--- src/rtl/instr_fetch_unit.sv ---
// Fetch stage: keeps the PC, issues credit-limited imem requests, buffers in-order responses for decode.
// Build option FETCH_MISALIGN_CHECK_EN: a misaligned redirect raises a sticky flag and halts fetching.
module instr_fetch_unit #(
  parameter logic [31:0] RESET_PC   = 32'h0000_0000,
  parameter int          FIFO_DEPTH = 2
) (
  input  logic        clk,
  input  logic        rst_n,
  output logic        imem_req_valid,
  input  logic        imem_req_ready,
  output logic [31:0] imem_req_addr,
  input  logic        imem_rsp_valid,
  input  logic [31:0] imem_rsp_data,
  input  logic        redirect_valid,
  input  logic [31:0] redirect_pc,
  output logic        instr_valid,
  input  logic        instr_ready,
  output logic [31:0] Instruction,
  output logic [31:0] instr_pc,
  output logic        fetch_misaligned
);
  localparam int PTR_W = $clog2(FIFO_DEPTH);
  localparam int CNT_W = PTR_W + 1;
  localparam logic [CNT_W-1:0] DEPTH_C = CNT_W'(FIFO_DEPTH);

`ifdef FETCH_MISALIGN_CHECK_EN
  typedef enum logic [1:0] {S_BOOT, S_RUN, S_HALT} state_t;
`else
  typedef enum logic [1:0] {S_BOOT, S_RUN} state_t;
`endif

  state_t           state_reg;
  logic [31:0]      pc_reg;
  logic [31:0]      rsp_pc_reg;
  logic [CNT_W-1:0] outstanding_reg;
  logic [CNT_W-1:0] drop_cnt_reg;
  logic [CNT_W-1:0] count_reg;
  logic [PTR_W-1:0] wr_ptr_reg;
  logic [PTR_W-1:0] rd_ptr_reg;
  logic [63:0]      fifo_mem [FIFO_DEPTH];

  logic [CNT_W:0]   in_use;
  logic             credit_ok;
  logic             req_fire;
  logic             rsp_fire;
  logic             halt_now;
  logic             halted;
  logic             flush;
  logic             push;
  logic             pop;
  logic [31:0]      redirect_target;
  logic [63:0]      head;

`ifdef FETCH_MISALIGN_CHECK_EN
  logic misaligned_reg;

  assign halt_now         = redirect_valid && (redirect_pc[1:0] != 2'b00);
  assign halted           = (state_reg == S_HALT);
  assign redirect_target  = redirect_pc;
  assign fetch_misaligned = misaligned_reg;
`else
  assign halt_now         = 1'b0;
  assign halted           = 1'b0;
  assign redirect_target  = redirect_pc & 32'hFFFF_FFFC;
  assign fetch_misaligned = 1'b0;
`endif

  // Every request in flight owns a FIFO slot, so a returning word always fits.
  assign in_use         = {1'b0, outstanding_reg} + {1'b0, count_reg};
  assign credit_ok      = in_use < {1'b0, DEPTH_C};
  assign imem_req_valid = (state_reg == S_RUN) && !redirect_valid && credit_ok;
  assign imem_req_addr  = pc_reg;
  assign req_fire       = imem_req_valid && imem_req_ready;
  assign rsp_fire       = imem_rsp_valid && (outstanding_reg != '0);

  assign flush = redirect_valid || halted;
  assign push  = rsp_fire && (drop_cnt_reg == '0) && !flush;
  assign pop   = instr_valid && instr_ready && !flush;

  assign head        = fifo_mem[rd_ptr_reg];
  assign instr_valid = (count_reg != '0);
  assign Instruction = instr_valid ? head[63:32] : 32'h0000_0013;
  assign instr_pc    = instr_valid ? head[31:0]  : 32'h0000_0000;

  always_ff @(posedge clk or negedge rst_n) begin
    if (!rst_n) begin
      state_reg       <= S_BOOT;
      pc_reg          <= RESET_PC;
      rsp_pc_reg      <= RESET_PC;
      outstanding_reg <= '0;
      drop_cnt_reg    <= '0;
      count_reg       <= '0;
      wr_ptr_reg      <= '0;
      rd_ptr_reg      <= '0;
`ifdef FETCH_MISALIGN_CHECK_EN
      misaligned_reg  <= 1'b0;
`endif
    end else begin
`ifdef FETCH_MISALIGN_CHECK_EN
      if (halt_now) begin
        state_reg      <= S_HALT;
        misaligned_reg <= 1'b1;
      end else if (state_reg == S_BOOT) begin
        state_reg <= S_RUN;
      end
`else
      if (state_reg == S_BOOT) state_reg <= S_RUN;
`endif

      outstanding_reg <= outstanding_reg + CNT_W'(req_fire) - CNT_W'(rsp_fire);

      // A response landing in the redirect cycle is already stale, so it is not counted.
      if (redirect_valid)
        drop_cnt_reg <= outstanding_reg - CNT_W'(rsp_fire);
      else if (rsp_fire && (drop_cnt_reg != '0))
        drop_cnt_reg <= drop_cnt_reg - 1'b1;

      if (redirect_valid) begin
        pc_reg     <= redirect_target;
        rsp_pc_reg <= redirect_target;
      end else begin
        if (req_fire) pc_reg     <= pc_reg + 32'd4;
        if (push)     rsp_pc_reg <= rsp_pc_reg + 32'd4;
      end

      if (flush) begin
        count_reg  <= '0;
        wr_ptr_reg <= '0;
        rd_ptr_reg <= '0;
      end else begin
        count_reg <= count_reg + CNT_W'(push) - CNT_W'(pop);
        if (push) wr_ptr_reg <= wr_ptr_reg + 1'b1;
        if (pop)  rd_ptr_reg <= rd_ptr_reg + 1'b1;
      end
    end
  end

  always_ff @(posedge clk) begin
    if (push) fifo_mem[wr_ptr_reg] <= {imem_rsp_data, rsp_pc_reg};
  end

  property p_rsp_has_credit;
    @(posedge clk) disable iff (!rst_n) imem_rsp_valid |-> (outstanding_reg != '0);
  endproperty
  a_rsp_has_credit: assert property (p_rsp_has_credit);

endmodule

--- config.mk ---
export PLATFORM = sky130hd
export DESIGN_NAME = instr_fetch_unit
export DESIGN_NICKNAME = d
export VERILOG_FILES = /design/src/rtl/instr_fetch_unit.sv
export SDC_FILE = /design/constraint.sdc
export NUM_CORES = 1
export LEC_CHECK = 0
export BUFFER_PORTS_ARGS = -buffer_cell sky130_fd_sc_hd__buf_2
export CAP_MARGIN = 10
export CORE_MARGIN = 1
export CORE_UTILIZATION = 35
export CTS_BUF_LIST = sky130_fd_sc_hd__clkbuf_8
export DETAILED_ROUTE_END_ITERATION = 8
export PLACE_DENSITY = 0.6
export RECOVER_POWER = 100
export SYNTH_ARGS = -nofsm -noshare
export SYNTH_HDL_FRONTEND = slang
export SYNTH_SLANG_ARGS = --single-unit
--- constraint.sdc ---
create_clock -name clk -period 4.7 [get_ports clk]
set_input_delay 0 -clock clk [delete_from_list [all_inputs] [get_ports clk]]
set_output_delay 0 -clock clk [all_outputs]
set_load 0.05 [all_outputs]
After elaboration in Yosys (flattened, before gate mapping)
Memories as Yosys holds them, arrays and structs flattened.
Index checks and enable logic that the tools add are counted.
- register bits: 73
- memory bits (writable): 128
- output and inout port bits: 99
- word-level logic and storage cells: 55
- memories kept: 1
- memories (name ; words ; bits a word ; rd ports ; clocked after Yosys merged registers in ; wr ports ; line ; source):
    fifo_mem ; 2 ; 64 ; 1 ; 0 ; 1 ; 40 ; logic [63:0] fifo_mem [FIFO_DEPTH];
- $add $sub $neg: 11
- $lt $le $gt $ge: 1
- multiplexer cells: 15
- reductions and logical operators: 19
- operators with widths (cell ; count):
    32-bit two-way mux ; 6
    32-bit by 3-bit adder with 32-bit output (second input constant) ; 2
    2-bit nonzero test ; 7
    1-bit logical AND ; 9
    1-bit two-way mux ; 6
    2-bit two-way mux ; 3
    2-bit by 1-bit subtractor with 2-bit output ; 3
    2-bit by 1-bit adder with 2-bit output ; 2
    2-bit logical NOT ; 2
    2-bit by 2-bit adder with 3-bit output ; 1
    3-bit by 2-bit < comparator with 1-bit output (second input constant) ; 1
    1-bit adder (second input constant) ; 2
    2-bit by 1-bit subtractor with 2-bit output (second input constant) ; 1
    1-bit logical NOT ; 1

Depth between registers and ports, before layout
Gate-level depths: netlist of run 1.
- word-level depth: 7
- mapped depth: 12
- gate-level depth less buffers: 11

Least setup slack after synthesis of run 1
Ideal clock, no wire load.
- path type: flip-flop to flip-flop
- start: register drop_cnt_reg[0]
- end: memory fifo_mem[0][10], enable pin
- library setup time: 0.482 ns
- arrival: 3.588 ns
- required time: 4.218 ns
- path slack: 0.630 ns
- stages on the path, launching flop included: 7
- path buffers: 0
- period minus slack after synthesis: 4.070 ns
- cell sequence: dfrtp_1 > inv_1 > ha_1 > inv_1 > nor2_1 > nand2_1 > nor2_1
- longest elaborated chain between the ends: 5
- RTL lines (element ; line ; source):
    start, declared ; 36 ; logic [CNT_W-1:0] drop_cnt_reg;
    start signal, assigned ; 114 ; drop_cnt_reg <= outstanding_reg - CNT_W'(rsp_fire);
    start signal, assigned ; 116 ; drop_cnt_reg <= drop_cnt_reg - 1'b1;
    2-bit logical NOT ; 77 ; assign push = rsp_fire && (drop_cnt_reg == '0) && !flush;
    1-bit logical AND (2 in series) ; 77 ;
    1-bit two-way mux ; 139 ; if (push) fifo_mem[wr_ptr_reg] <= {imem_rsp_data, rsp_pc_reg};
    1-bit two-way mux (not written as such) ; 139 ;
    end, declared ; 40 ;
No other way between the ends.

Worst setup path after layout of run 1
- start: register outstanding_reg[0]
- end: register outstanding_reg[1]
- longest elaborated chain between the ends: 6
- RTL lines (element ; line ; source):
    start, declared ; 35 ; logic [CNT_W-1:0] outstanding_reg;
    start signal, assigned ; 110 ; outstanding_reg <= outstanding_reg + CNT_W'(req_fire) - CNT_W'(rsp_fire);
    2-bit by 2-bit adder with 3-bit output ; 69 ; assign in_use = {1'b0, outstanding_reg} + {1'b0, count_reg};
    3-bit by 2-bit < comparator with 1-bit output ; 70 ; assign credit_ok = in_use < {1'b0, DEPTH_C};
    1-bit logical AND ; 71 ; assign imem_req_valid = (state_reg == S_RUN) && !redirect_valid && credit_ok;
    1-bit logical AND ; 73 ; assign req_fire = imem_req_valid && imem_req_ready;
    2-bit by 1-bit adder with 2-bit output ; 110 ;
    2-bit by 1-bit subtractor with 2-bit output (*) ; 110 ;
Every way passes the cells marked *; elsewhere a longest branch is shown, timed or not.
A chain may end at the register's enable or synchronous reset.

==> impl_metrics.ini, run 1 <==
[pwr]
power.switching_mw = 1.803
p_int_mw = 2.925
p_clk_frac = 0.241
swShare = 0.3814
p_leak_nw = 3.760
comb_power_share = 0.295
peakVddDrop_v = 0.0001630
power.density_mw_per_mm2 = 445.7
p_seq_frac = 0.464

[timing]
setup_tns_ns = 0
setup_viol = 0
rsz0062_at_grt = false
hold_slack_ns = 0.1032
fmax_mhz = 267.8
tightestPinTransition_ns = 1.843
hold_viol = 0
min_period_ns = 3.734
finClkSkew_ns = 0.02416
period_share = 0.7944
drv_slew = 102
slew_headroom = -0.2286

[worst_setup_path]
start_kind = flip-flop
cp.required_ns = 5.08
arrival_ns = 4.12
path_max_fanout = 27
path_class = reg2reg
r2r_cells = 11
end_kind = flip-flop

[floorplan]
initial_utilization = 0.3564
core_area_sq_mm = 0.02425
row_count = 57
die_h_um = 159.1
dieArea_sq_mm = 0.02532
io_pins = 169
dieWidth_um = 159.1

[cells_and_area]
nets = 992
largest_reg_flops = 124
final_common_cell = edfxtp_1
area.growth.synth_to_final_pct = 22.75
fin_util = 0.4375
n_antenna_cell = 0
final_layout_size_suffix_gt1_frac = 0.09395
final_cell_mix = edfxtp_1, clkbuf_1, nor2_1

[run]
drv_cap = 3

[logic_synthesis]
yosysSeqAreaShare = 0.6307
syn_area_sq_mm = 0.008642
yosys.cell_types.count = 51
synthFlopType = edfxtp_1
synth_edf_count = 124
synth_cells = 692
ys_seq_elements = 193
avgSynthCellArea_sq_um = 12.49
yosys_warnings = 0
async_flop_share = 0.3575

[global_routing]
grt-ovfl-total = 0
grt_pass1_vias = 5812
track_usage = 0.1619
grt_max_degree = 70
grt_antenna_before_repair = 0
grt_pass1_wl_um = 32030

[clock_tree]
cts_setup_buffers = 0
clockRootBuffer = clkbuf_8
clock_path_buffers = 2
cts_max_level = 4
clk_pin_slew_ns = 0.11
clock-sinks = 193
cts_buffers = 17
cts_tree = yes
clkLatencyLatePin_ns = 0.47

[drt]
finalWirelength_um = 20090
remaining_drc_errors = 0
ant_nets = 0
via_count = 6084
drt-vias-per-instance = 4.867
routedWlPerCell_um = 16.07
firstDrtPassIters = 5
drt-initial-drc-count = 460

[hold_path]
holdPathStages = 4
hp-class = in2reg

[placement]
dp_hpwl_um = 12860
gp_congestion = 0.7951
port_buffers = 161

[status]
run_status = finished with violations
violations = capacitance limit, slew limit
synth_stat cells, drive strengths merged, types with 8 or more instances:
library cell / n / area share
clkbuf: 22 / 0.0096
nor2: 83 / 0.036
o21ai: 42 / 0.024
dfrtp: 69 / 0.20
ha: 8 / 0.012
nand3: 33 / 0.019
nand4: 18 / 0.014
buf: 14 / 0.011
o311ai: 9 / 0.0091
xnor2: 12 / 0.012
xor2: 29 / 0.029
o211ai: 11 / 0.0096
nand2: 55 / 0.024
edfxtp: 124 / 0.43
inv: 18 / 0.0081
and3: 8 / 0.0058
mux2i: 63 / 0.073
layer usage:
metal / share of wire / GRT usage / vias to the layer above
met2: 0.45 / 0.2524 / 174
met5: 0 / 0 / -
met4: 0.0081 / 0.03890 / 0
met3: 0.049 / 0.03725 / 16
met1: 0.49 / 0.2286 / 2940
li1: - / - / 2954
what timing repair did:
action,CTS,global route
endpoints found under the setup margin,0,0
resized for setup,0,0
hold buffers,66,0
hold endpoints to repair,194,0
area by class of cell:
| class | count | area (sq um) |
|---|---|---|
| Sequential cell | 193 | 5454 |
| Inverter | 19 | 73.82 |
| Tap cell | 324 | 405.4 |
| Multi-Input combinational cell | 448 | 2890 |
| Clock inverter | 12 | 143.9 |
| Clock buffer | 20 | 275.3 |
| Timing Repair Buffer | 234 | 1365 |
| Fill cell | 2319 | 13640 |
worst max-delay path: stages (launching register included):
cell      delay (ns)
dfrtp_1         0.46
and2_0          0.19
fa_1            0.44
nor4b_1         0.59
and2_0          0.21
clkbuf_1        0.60
inv_4           0.26
ha_1            0.36
inv_1           0.04
ha_1            0.17
xnor2_1         0.16
xnor2_1         0.15
stage by stage:
step                      worst slack [ns]  instances  power, mW  instance area, sq um
after floorplan                     0.6300        696      3.264                  8657
after global placement               1.780       1152      3.635                  9764
after detailed placement             1.719       1152      3.657                  9764
after CTS                            1.694       1250      4.848                 10840
after global routing                0.7453       1250      4.974                 10610
final                               0.9662       1250      4.728                 10610
power by group through the flow:
stage,sequential (mW),clock [mW],combinational [mW]
floorplan,2.25,0,1.02
global placement,2.22,0,1.41
detailed placement,2.23,0,1.43
CTS,2.19,1.18,1.48
global route,2.22,1.24,1.51
finish,2.19,1.14,1.40
final timing paths:
check                           slack (ns)                             to                    startpoint
worst max-delay path                  0.97   outstanding_reg[1]$_DFF_PN0_  outstanding_reg[0]$_DFF_PN0_
worst min-delay path                  0.10      rsp_pc_reg[3]$_DFFE_PN0N_                imem_rsp_valid
worst max register to register        0.97   outstanding_reg[1]$_DFF_PN0_  outstanding_reg[0]$_DFF_PN0_
worst min register to register        0.53      fifo_mem[1][10]$_DFFE_PP_    rsp_pc_reg[10]$_DFFE_PN0N_
max in group asynchronous             3.71         rd_ptr_reg$_DFFE_PN0P_                         rst_n
min in group asynchronous             0.28  imem_req_addr[24]$_DFFE_PN0P_                         rst_n
cell families (layout without fill, tap and decap cells):
logic type | Yosys count | after routing | share of synthesized area
compound gates | 92 | 92 | 0.06877
flops | 193 | 193 | 0.6307
simple gates | 234 | 234 | 0.1384
mux | 66 | 66 | 0.07688
buf+inv | 55 | 285 | 0.02896
other cells | 2 | 6 | 0.0008690
xor+xnor | 41 | 41 | 0.04155
fa+ha+maj | 9 | 9 | 0.01390
Power figures use the tool's default switching activity.
==> run 2: changes to the inputs <==
==> constraint.sdc (replaced) <==
create_clock -name clk -period 3.78 [get_ports clk]
set_input_delay 0 -clock clk [delete_from_list [all_inputs] [get_ports clk]]
set_output_delay 0 -clock clk [all_outputs]
set_load 0.05 [all_outputs]
==> impl_metrics.ini, run 2 (synthesis results as in run 1) <==
[status]
run_status = finished with violations
violations = capacitance limit, slew limit

[cells_and_area]
largest_reg_flops = 124
final_common_cell = edfxtp_1
final_cell_mix = edfxtp_1, clkbuf_1, nor2_1
area.growth.synth_to_final_pct = 22.47
nFillCells = 2360
final_layout_size_suffix_gt1_frac = 0.09688
nets = 995

[drt]
routedWlPerCell_um = 15.99
via_count = 6066
drt-vias-per-instance = 4.837
drt-initial-drc-count = 315
firstDrtPassIters = 5
ant_nets = 0
finalWirelength_um = 20060
remaining_drc_errors = 0

[global_routing]
grt_max_degree = 64
track_usage = 0.1626
grt_pass1_wl_um = 32090
grt_pass1_vias = 5886
grt_antenna_before_repair = 1
grt-ovfl-total = 0

[run]
drv_cap = 5

[clock_tree]
clock_path_buffers = 2
cts_hold_buf = 65
clk_pin_slew_ns = 0.10
clkLatencyLatePin_ns = 0.46
cts_buffers = 17
cts_setup_buffers = 0
clock-sinks = 193
cts_resized = 0
cts_tree = yes
cts_max_level = 4
clockRootBuffer = clkbuf_8

[worst_setup_path]
path_class = reg2out
path_max_fanout = 63
cp_slowest_cell = dfrtp_2
cpPeakStageDelay_ns = 1.67
arrival_ns = 3.09
crit_path_cell_trace = mux2i_1 > nor2_1 > clkbuf_1
start_kind = flip-flop
r2r_cells = 4
setup.worst_path.start = rd_ptr_reg$_DFFE_PN0P_
rr_startpoint = outstanding_reg[1]$_DFF_PN0_
end_kind = output pin
cp.required_ns = 3.78

[hold_path]
hold_start = redirect_valid
holdPathStages = 2
hp-class = in2reg

[timing]
hold_viol = 0
finClkSkew_ns = 0.01938
period_share = 0.8169
min_period_ns = 3.088
tightestPinTransition_ns = 1.928
slew_headroom = -0.2856
drv_slew = 191
setup_viol = 0
setup_tns_ns = 0
fmax_mhz = 323.8
rsz0062_at_grt = false

[floorplan]
dieArea_sq_mm = 0.02532
die_h_um = 159.1
core_area_sq_mm = 0.02425
row_count = 57
io_pins = 169
dieWidth_um = 159.1
initial_utilization = 0.3564

[pwr]
swShare = 0.3868
p_int_mw = 3.536
p_leak_nw = 3.749
power.density_mw_per_mm2 = 544.9
design_power_total_mw = 5.767
peakVddDrop_v = 0.0002252
p_clk_frac = 0.225
power.switching_mw = 2.231
p_seq_frac = 0.472
comb_power_share = 0.303

[placement]
dp_hpwl_um = 13180
port_buffers = 161
gp_congestion = 0.8244
==> run 2: worst paths after layout <==
check	endpoint	slack, ns
worst max-delay path	instr_pc[23]	0.69
worst min register to register	fifo_mem[0][16]$_DFFE_PP_	0.52
worst max register to register	fifo_mem[1][23]$_DFFE_PP_	0.71
max in group asynchronous	rsp_pc_reg[6]$_DFFE_PN0N_	1.41
min in group asynchronous	imem_req_addr[27]$_DFFE_PN0P_	0.54
worst min-delay path	count_reg[0]$_DFF_PN0_	0.04
==> run 2: critical path, delay by kind of cell, from the launching register on <==
kind	cells	cell delay, ns
mux	1	0.28
flops	1	1.67
simple gates	1	0.17
buf+inv	1	0.48
==> run 2: area by class of cell <==
type / instances / area [sq um] / share of cell area
Sequential cell: 193 / 5451 / 0.5151
Tap cell: 324 / 405.4 / 0.03830
Timing Repair Buffer: 237 / 1385 / 0.1309
Multi-Input combinational cell: 448 / 2890 / 0.2731
Clock buffer: 18 / 247.7 / 0.02341
Antenna cell: 1 / 2.502 / 0.0002364
Inverter: 19 / 73.82 / 0.006975
Clock inverter: 14 / 127.6 / 0.01206
==> run 2: per-stage QoR <==
step	hold slack (ns)	utilization	cells	setup slack (ns)	cell area (sq um)
finish	0.04377	0.4365	1254	0.6921	10580
global route	0.05640	0.4364	1253	0.4169	10580
CTS	0.01476	0.4462	1253	1.007	10820
detailed placement	0.1186	0.4039	1156	1.052	9794
global placement	0.1207	0.4039	1156	1.075	9794
floorplan	-0.2956	-	696	0.6363	8660
==> run 2: power groups by stage <==
stage          combinational [mW]  sequential, mW  clock, mW
2_1_floorplan                1.26            2.79          0
3_3_place_gp                 1.77            2.76          0
3_5_place_dp                 1.78            2.76          0
4_1_cts                      1.83            2.72       1.35
5_1_grt                      1.89            2.76       1.43
6_report                     1.75            2.72       1.30
==> run 2: metal layers <==
layer	wire length, um	GRT usage	vias up
met1	9740	0.2301	2904
met4	128	0.03671	0
met3	1029	0.03412	12
met5	0	0	-
li1	-	-	2957
met2	9158	0.2564	193
